<file path="config.mk">
export PLATFORM = sky130hd
export DESIGN_NAME = lbpt_counter_table
export DESIGN_NICKNAME = d
export VERILOG_FILES = /design/src/rtl/lbpt_counter_table.sv
export SDC_FILE = /design/constraint.sdc
export NUM_CORES = 2
export LEC_CHECK = 0
export CORE_MARGIN = 1.5
export CORE_UTILIZATION = 50
export CTS_BUF_LIST = sky130_fd_sc_hd__clkbuf_4 sky130_fd_sc_hd__clkbuf_8
export DETAILED_ROUTE_END_ITERATION = 12
export PLACE_DENSITY = 0.68
export SLEW_MARGIN = 0
export SYNTH_ARGS = -nofsm -noshare
export SYNTH_HDL_FRONTEND = slang
export SYNTH_SLANG_ARGS = --single-unit
</file>
<file path="constraint.sdc">
create_clock -name CLK -period 32.1 [get_ports CLK]
set_input_delay 3.21 -clock CLK [delete_from_list [all_inputs] [get_ports CLK]]
set_output_delay 3.21 -clock CLK [all_outputs]
set_load 0.02 [all_outputs]
</file>
<file path="src/rtl/lbpt_counter_table.sv">
// LBPT counter storage: 2-bit saturating counters with an init sweep, registered lookups and a 2-stage update RMW.
// Optional macro LBPT_READ_BYPASS_EN: a lookup hitting the in-flight update returns the post-update counter.
module lbpt_counter_table #(
   parameter int         INDEX_WIDTH  = 10,
   parameter logic [1:0] INIT_COUNTER = 2'b01
) (
   input  logic                   CLK,
   input  logic                   RST,
   output logic                   ready,
   input  logic                   read_valid,
   input  logic [INDEX_WIDTH-1:0] read_index,
   output logic                   pred_valid,
   output logic                   pred_taken,
   output logic [1:0]             pred_counter,
   input  logic                   update_valid,
   input  logic [INDEX_WIDTH-1:0] update_index,
   input  logic                   update_taken
);

   localparam int DEPTH = 2 ** INDEX_WIDTH;
   localparam logic [INDEX_WIDTH-1:0] LAST_INDEX = {INDEX_WIDTH{1'b1}};
   localparam logic [INDEX_WIDTH-1:0] INDEX_ONE  = {{(INDEX_WIDTH-1){1'b0}}, 1'b1};

   typedef enum logic {
      ST_INIT  = 1'b0,
      ST_READY = 1'b1
   } state_t;

   state_t                 state_r;
   logic [INDEX_WIDTH-1:0] sweep_ptr_r;
   logic [1:0]             table_mem [DEPTH];

   logic                   u2_valid_r;
   logic [INDEX_WIDTH-1:0] u2_index_r;
   logic                   u2_taken_r;
   logic [1:0]             u2_old_r;

   logic [1:0]             u2_new_s;
   logic [1:0]             u1_old_s;
   logic [1:0]             read_value_s;
   logic                   accept_s;

   function automatic logic [1:0] sat_inc(input logic [1:0] value);
      if (value == 2'b11) return 2'b11;
      else                return value + 2'b01;
   endfunction

   function automatic logic [1:0] sat_dec(input logic [1:0] value);
      if (value == 2'b00) return 2'b00;
      else                return value - 2'b01;
   endfunction

   function automatic logic [1:0] next_counter(input logic [1:0] value, input logic taken);
      if (taken) return sat_inc(value);
      else       return sat_dec(value);
   endfunction

   // Next counter value, U1 forwarding from U2, and lookup source selection.
   always_comb begin
      accept_s = (state_r == ST_READY);
      u2_new_s = next_counter(u2_old_r, u2_taken_r);
      if (u2_valid_r && (u2_index_r == update_index)) u1_old_s = u2_new_s;
      else                                            u1_old_s = table_mem[update_index];
`ifdef LBPT_READ_BYPASS_EN
      if (u2_valid_r && (u2_index_r == read_index)) read_value_s = u2_new_s;
      else                                          read_value_s = table_mem[read_index];
`else
      read_value_s = table_mem[read_index];
`endif
   end

   // Init sweep / ready state machine.
   always_ff @(posedge CLK or posedge RST) begin
      if (RST) begin
         state_r     <= ST_INIT;
         sweep_ptr_r <= {INDEX_WIDTH{1'b0}};
         ready       <= 1'b0;
      end else begin
         case (state_r)
            ST_INIT: begin
               if (sweep_ptr_r == LAST_INDEX) begin
                  state_r <= ST_READY;
                  ready   <= 1'b1;
               end else begin
                  sweep_ptr_r <= sweep_ptr_r + INDEX_ONE;
                  ready       <= 1'b0;
               end
            end
            ST_READY: begin
               ready <= 1'b1;
            end
            default: begin
               state_r     <= ST_INIT;
               sweep_ptr_r <= {INDEX_WIDTH{1'b0}};
               ready       <= 1'b0;
            end
         endcase
      end
   end

   // Registered lookup result; counter holds when no lookup is accepted.
   always_ff @(posedge CLK or posedge RST) begin
      if (RST) begin
         pred_valid   <= 1'b0;
         pred_taken   <= 1'b0;
         pred_counter <= 2'b00;
      end else if (accept_s && read_valid) begin
         pred_valid   <= 1'b1;
         pred_taken   <= read_value_s[1];
         pred_counter <= read_value_s;
      end else begin
         pred_valid   <= 1'b0;
      end
   end

   // U1 -> U2 stage register: captures request and the (possibly forwarded) old counter.
   always_ff @(posedge CLK or posedge RST) begin
      if (RST) begin
         u2_valid_r <= 1'b0;
         u2_index_r <= {INDEX_WIDTH{1'b0}};
         u2_taken_r <= 1'b0;
         u2_old_r   <= 2'b00;
      end else if (accept_s && update_valid) begin
         u2_valid_r <= 1'b1;
         u2_index_r <= update_index;
         u2_taken_r <= update_taken;
         u2_old_r   <= u1_old_s;
      end else begin
         u2_valid_r <= 1'b0;
      end
   end

   // Table array: sweep writes during INIT, U2 write-back during READY; contents are rebuilt after every reset.
   always_ff @(posedge CLK) begin
      if (RST) begin
         // no write while reset is held
      end else if (state_r == ST_INIT) begin
         table_mem[sweep_ptr_r] <= INIT_COUNTER;
      end else if (u2_valid_r) begin
         table_mem[u2_index_r] <= u2_new_s;
      end else begin
         // idle: contents hold
      end
   end

endmodule

</file>
---- Word level (Yosys, flattened, before mapping) ----
Memories as Yosys holds them, arrays and structs flattened.
Cells that the tools add are included.
word-level totals
  latch bits .............................. 0
  memories kept ........................... 1
  memory bits (writable) .................. 2048
  memory bits (read-only) ................. 0
  word-level logic and storage cells ...... 44
  flip-flop bits (word level) ............. 30
memories
  name       words  width  rd ports  clocked after Yosys merged registers in  wr ports  line  RTL
  table_mem  1024   2      2         0                                        1         31    logic [1:0] table_mem [DEPTH];
operators by class
  bitwise operators ....................... 2
  multipliers ............................. 0
  shift-type cells ........................ 0
  eq/ne operators ......................... 3
  mux-type cells .......................... 19
  magnitude comparators ................... 0
  add/subtract/negate cells ............... 3
  reduce and logical (&&, ||, !) cells .... 6
  divide/modulo/power cells ............... 0
operators with widths
  operator                                           count
  two-way mux 1 bit                                  12
  adder 10 x 1 -> 10 bit (second input constant)     1
  equality test 10 bit                               1
  equality test 10 bit (second input constant)       1
  two-way mux 10 bit                                 1
  two-way mux 2 bit                                  5
  logical AND 1 bit                                  3
  adder 2 x 1 -> 2 bit (second input constant)       1
  equality test 2 bit (second input constant)        1
  logical NOT 2 bit                                  1
  NOT 1 bit                                          2
  case mux 1 bit (2 select lines)                    1
  AND reduction 2 bit                                1
  OR reduction 2 bit                                 1
  subtractor 2 x 1 -> 2 bit (second input constant)  1

---- Longest topological paths before layout ----
  depth in word-level cells ............... 6
  depth in mapped cells ................... 15

---- Worst setup path before layout ----
Ideal clock, no wire load.
  path type ............................... input port to flip-flop
  start ................................... input port RST
  end ..................................... memory table_mem[0][1], data pin
  required time ........................... 26426 ps
  path slack .............................. -5518 ps
  buffers on the path ..................... 2
  data arrival time ....................... 31944 ps
  stages .................................. 5
  path through ............................ inv_1 nand3_1 clkbuf_1 clkbuf_1 a21oi_1
between the ends
  word-level cells in the longest chain between the ends .. 4
ends and longest elaborated chain
  element                                  line  RTL
  start: declaration                       8     input logic RST,
  two-way mux 1 bit                        135   if (RST) begin
  two-way mux 1 bit (implied by the code)  140   table_mem[u2_index_r] <= u2_new_s;
  OR reduction 2 bit (no line)             n/a
  two-way mux 2 bit (no line)              n/a
  end: declaration                         31
Every way passes these cells.

---- Final worst setup path ----
  start ................................... input port read_index[0]
  end ..................................... register pred_taken
between the ends
  word-level cells in the longest chain between the ends .. 1
ends and longest elaborated chain
  element                     line  RTL
  start: declaration          11    input logic [INDEX_WIDTH-1:0] read_index,
  memory read (1024 x 2 bit)  n/a
  end signal: assignment      109   pred_taken <= read_value_s[1];
  end: declaration            13    output logic pred_taken,
Every way passes these cells.
A chain may end at the register's enable or synchronous reset.

==> flow_summary_export.csv <==
group,metric,value,unit
sta,tightest_slew,1.35,ns
yosys,yosysTopAreaCell,"edfxtp_1",
critical_path,critical-path-top-delay-family,"compound AO/OA/AOI/OAI gates",
cts,cts-hold-fix-buffers,0,
yosys,synth-edff-count,2048,
final_layout,nNetsFinal,6188,
sta,slew_violations,0,
yosys,yosys_warnings,0,
critical_path,cp_cell_sequence,"buf_8 -> buf_12 -> buf_4 -> mux2i_1 -> o221ai_1 -> o22ai_1 -> o21ai_0 -> o211ai_1 -> o311ai_1 -> o311ai_0 -> o311ai_1",
critical_path,cpPeakStageDelay,1.08,ns
critical_path,endpoint_kind,"register",
sta,holdWs,0.567,ns
floorplanning,start_util,0.503,
yosys,synthFlopType,"edfxtp_1",
yosys,synth_compound_area_frac,0.0376,
yosys,synth-seq-cells,2076,
final_layout,fillCellCount,15704,
yosys,netlist_area,102000,µm²
yosys,synthCells,6178,
cts,cts-resized-gates,0,
drt,viasPerCell,7.25,
status,status,"finished clean",
drt,drc_errors,0,
critical_path,cp_data_required_time,33.09,ns
critical_path,path_class,"input port to register",
critical_path,crit_start,"read_index[0]",
cts,path_clk_slew,0.07,ns
cts,cts_root_buf,"clkbuf_8",
global_route,overflow,0,
cts,clock_latency,1.11,ns
cts,htreeDepth,5,
floorplanning,die_x,454,µm
sta,max_clock_freq,0.129,GHz
cts,clock_path_buffers,4,
job,drv_cap,0,
yosys,synth_common_cells,"2048 x edfxtp_1, 1116 x nor2_1, 997 x mux4_2",
sta,rsz0062_at_grt,"false",
floorplanning,die_y,454,µm
cts,tritoncts,"yes",
cts,numCtsBuffers,344,
sta,setup_viol,0,
yosys,synth_area_per_cell,16.4,µm²
drt,wirelength,343000,µm
final_layout,multi_input_area,36800,µm²
final_layout,final_cells,9100,
critical_path,cp.arrival,8.75,ns
global_route,grt_pass1_vias,64986,
yosys,yosysSeqAreaShare,0.612,
cts,post-cts-setup-buffers,0,
yosys,synthSimpleGateAreaFrac,0.0655,
drt,ant_nets,0,
critical_path,rr_worst_depth,6,
yosys,async_reset_ff_frac,0.0135,
drt,drtIter0Drc,10724,
placement,routabilityCongestion,0.968,
yosys,synthDistinctLibCells,75,
final_layout,area_growth_syn_to_layout,9.05,%
placement,dp.cells,8487,
pwr,powerDensity,50.0,nW/µm²
drt,routedWlPerCell,37.7,µm
sta,hold_viol_final,0,
critical_path,cp_common_cell,"o311ai_1",
global_route,grt_use_total,0.333,
yosys,synth_xor_area_frac,0.00164,
pwr,ir_drop,0.0000475,V
drt,dr_total_vias,65962,
sta,period_minus_slack,7.76,ns
placement,io_buffers,29,
final_layout,drive_gt1_frac,0.281,
sta,slew_headroom,0.0996,
critical_path,cp_num_cells,11,
yosys,synth_top_area_share,0.605,
critical_path,path_max_fanout,93,
yosys,synth_mux_area_frac,0.255,
yosys,synth_top_family_by_area,"multiplexers",
final_layout,regArea,62200,µm²
floorplanning,rows,165,
critical_path,r2r-start,"ready",
drt,drt_pass1_iterations,8,
yosys,synth_most_common_cell,"edfxtp_1",
floorplanning,coreArea,202000,µm²
global_route,grt_antenna_before_repair,19,
min_path,holdPathStages,2,
yosys,synth_area_leaders,"edfxtp_1 61%, mux4_2 22%, nor2_1 4.1%",
global_route,grt_pass1_wl,482000,µm
critical_path,critPathLaunchType,"input port",
yosys,syn-num-nets,6204,
global_route,grt_max_degree,246,
min_path,hold_path.class,"register to register",
critical_path,crit_buf_inv,3,
min_path,hp-start,"u2_index_r[2]",
placement,hpwl,201000,µm
cts,clock-sinks,2076,
sta,skew,0.0837,ns
pwr,p_leak,34.0,nW
yosys,yosys.area_share.adder,0.000123,
sta,period_share,0.242,
critical_path,crit_slowest_cell,"o311ai_1",
sta,tns,0,ns
floorplanning,die_area,206000,µm²
floorplanning,ioPinCount,30,
per-layer routing:
layer,track usage,wire length (µm),vias up
li1,-,-,25126
met1,0.426,117000,33913
met2,0.498,155000,5710
met3,0.103,46800,1199
met4,0.206,24200,14
met5,0,106,-
cell usage in the layout (no fill, tap or decap), drive strengths merged, types with 17 or more instances in the layout:
cell,count
a211oi,39
a21oi,85
a221oi,21
a22oi,65
a31oi,25
a32oi,17
and2,17
buf,182
clkbuf,438
clkinv,133
dfrtp,28
edfxtp,2048
inv,26
mux2,27
mux2i,302
mux4,1001
nand2,273
nand2b,25
nand3,56
nor2,1116
nor2b,29
nor3,30
nor4,23
o21ai,75
o221ai,69
o22ai,66
per-stage QoR:
stage          setup slack, ns  power, W  utilization  cell area [µm²]
2_1_floorplan             9.06   0.00316            -           102000
3_3_place_gp             23.33   0.00326        0.515           104000
3_5_place_dp             23.38   0.00326        0.515           104000
4_1_cts                  24.53   0.00553        0.548           111000
5_1_grt                  24.15   0.00566        0.548           111000
6_report                 24.34   0.00554        0.548           111000
cells by family (layout without fill, tap and decap cells):
kind of cell / after synthesis / count (layout)
DFF: 2076 / 2076
and+or+nand+nor: 1624 / 1624
muxes: 1330 / 1330
buffers and inverters: 582 / 818
AOI/OAI and AO/OA: 546 / 546
xor gates and xnor gates: 19 / 19
adders and majority gates: 1 / 1
other: 0 / 14
worst reg2reg max path: stages (launching register included):
cell	delay (ns)
dfrtp_1	0.54
nand3_1	0.83
nor3b_1	0.49
a31oi_1	0.12
nor2_1	1.02
nand2_1	1.08
nor2_1	0.51
path summary, 6_finish.rpt:
check / to / slack (ns)
max in group asynchronous: u2_old_r[1] / 29.14
min in group asynchronous: sweep_ptr_r[2] / 2.56
worst min register to register: u2_index_r[2] / 0.57
worst min-delay path: u2_index_r[2] / 0.57
worst max register to register: table_mem[163][0] / 27.18
worst max-delay path: pred_taken / 24.34
power by group:
group,total (W),leakage [nW],switching (W),internal (W)
registers,0.00293,19.4,0.0000000429,0.00293
clock network,0.00232,3.49,0.00110,0.00123
logic,0.000281,11.1,0.000193,0.0000886
layout make-up:
cell class                      instances  area share
Sequential cell                      2076       0.561
Timing Repair Buffer                  199      0.0153
Tap cell                             2672      0.0302
Inverter                               21    0.000802
Clock buffer                          437      0.0493
Multi-Input combinational cell       3520       0.333
Antenna cell                           14    0.000316
Clock inverter                        161      0.0100
state kept, by name, summed over array words and instances, names as in the netlist:
name          cells
pred_valid        1
ready             1
pred_counter      1
u2_index_r       10
pred_taken        1
u2_taken_r        1
table_mem      2048
sweep_ptr_r      10
u2_valid_r        1
u2_old_r          2
Note: power is estimated with default switching activity, not from simulation.
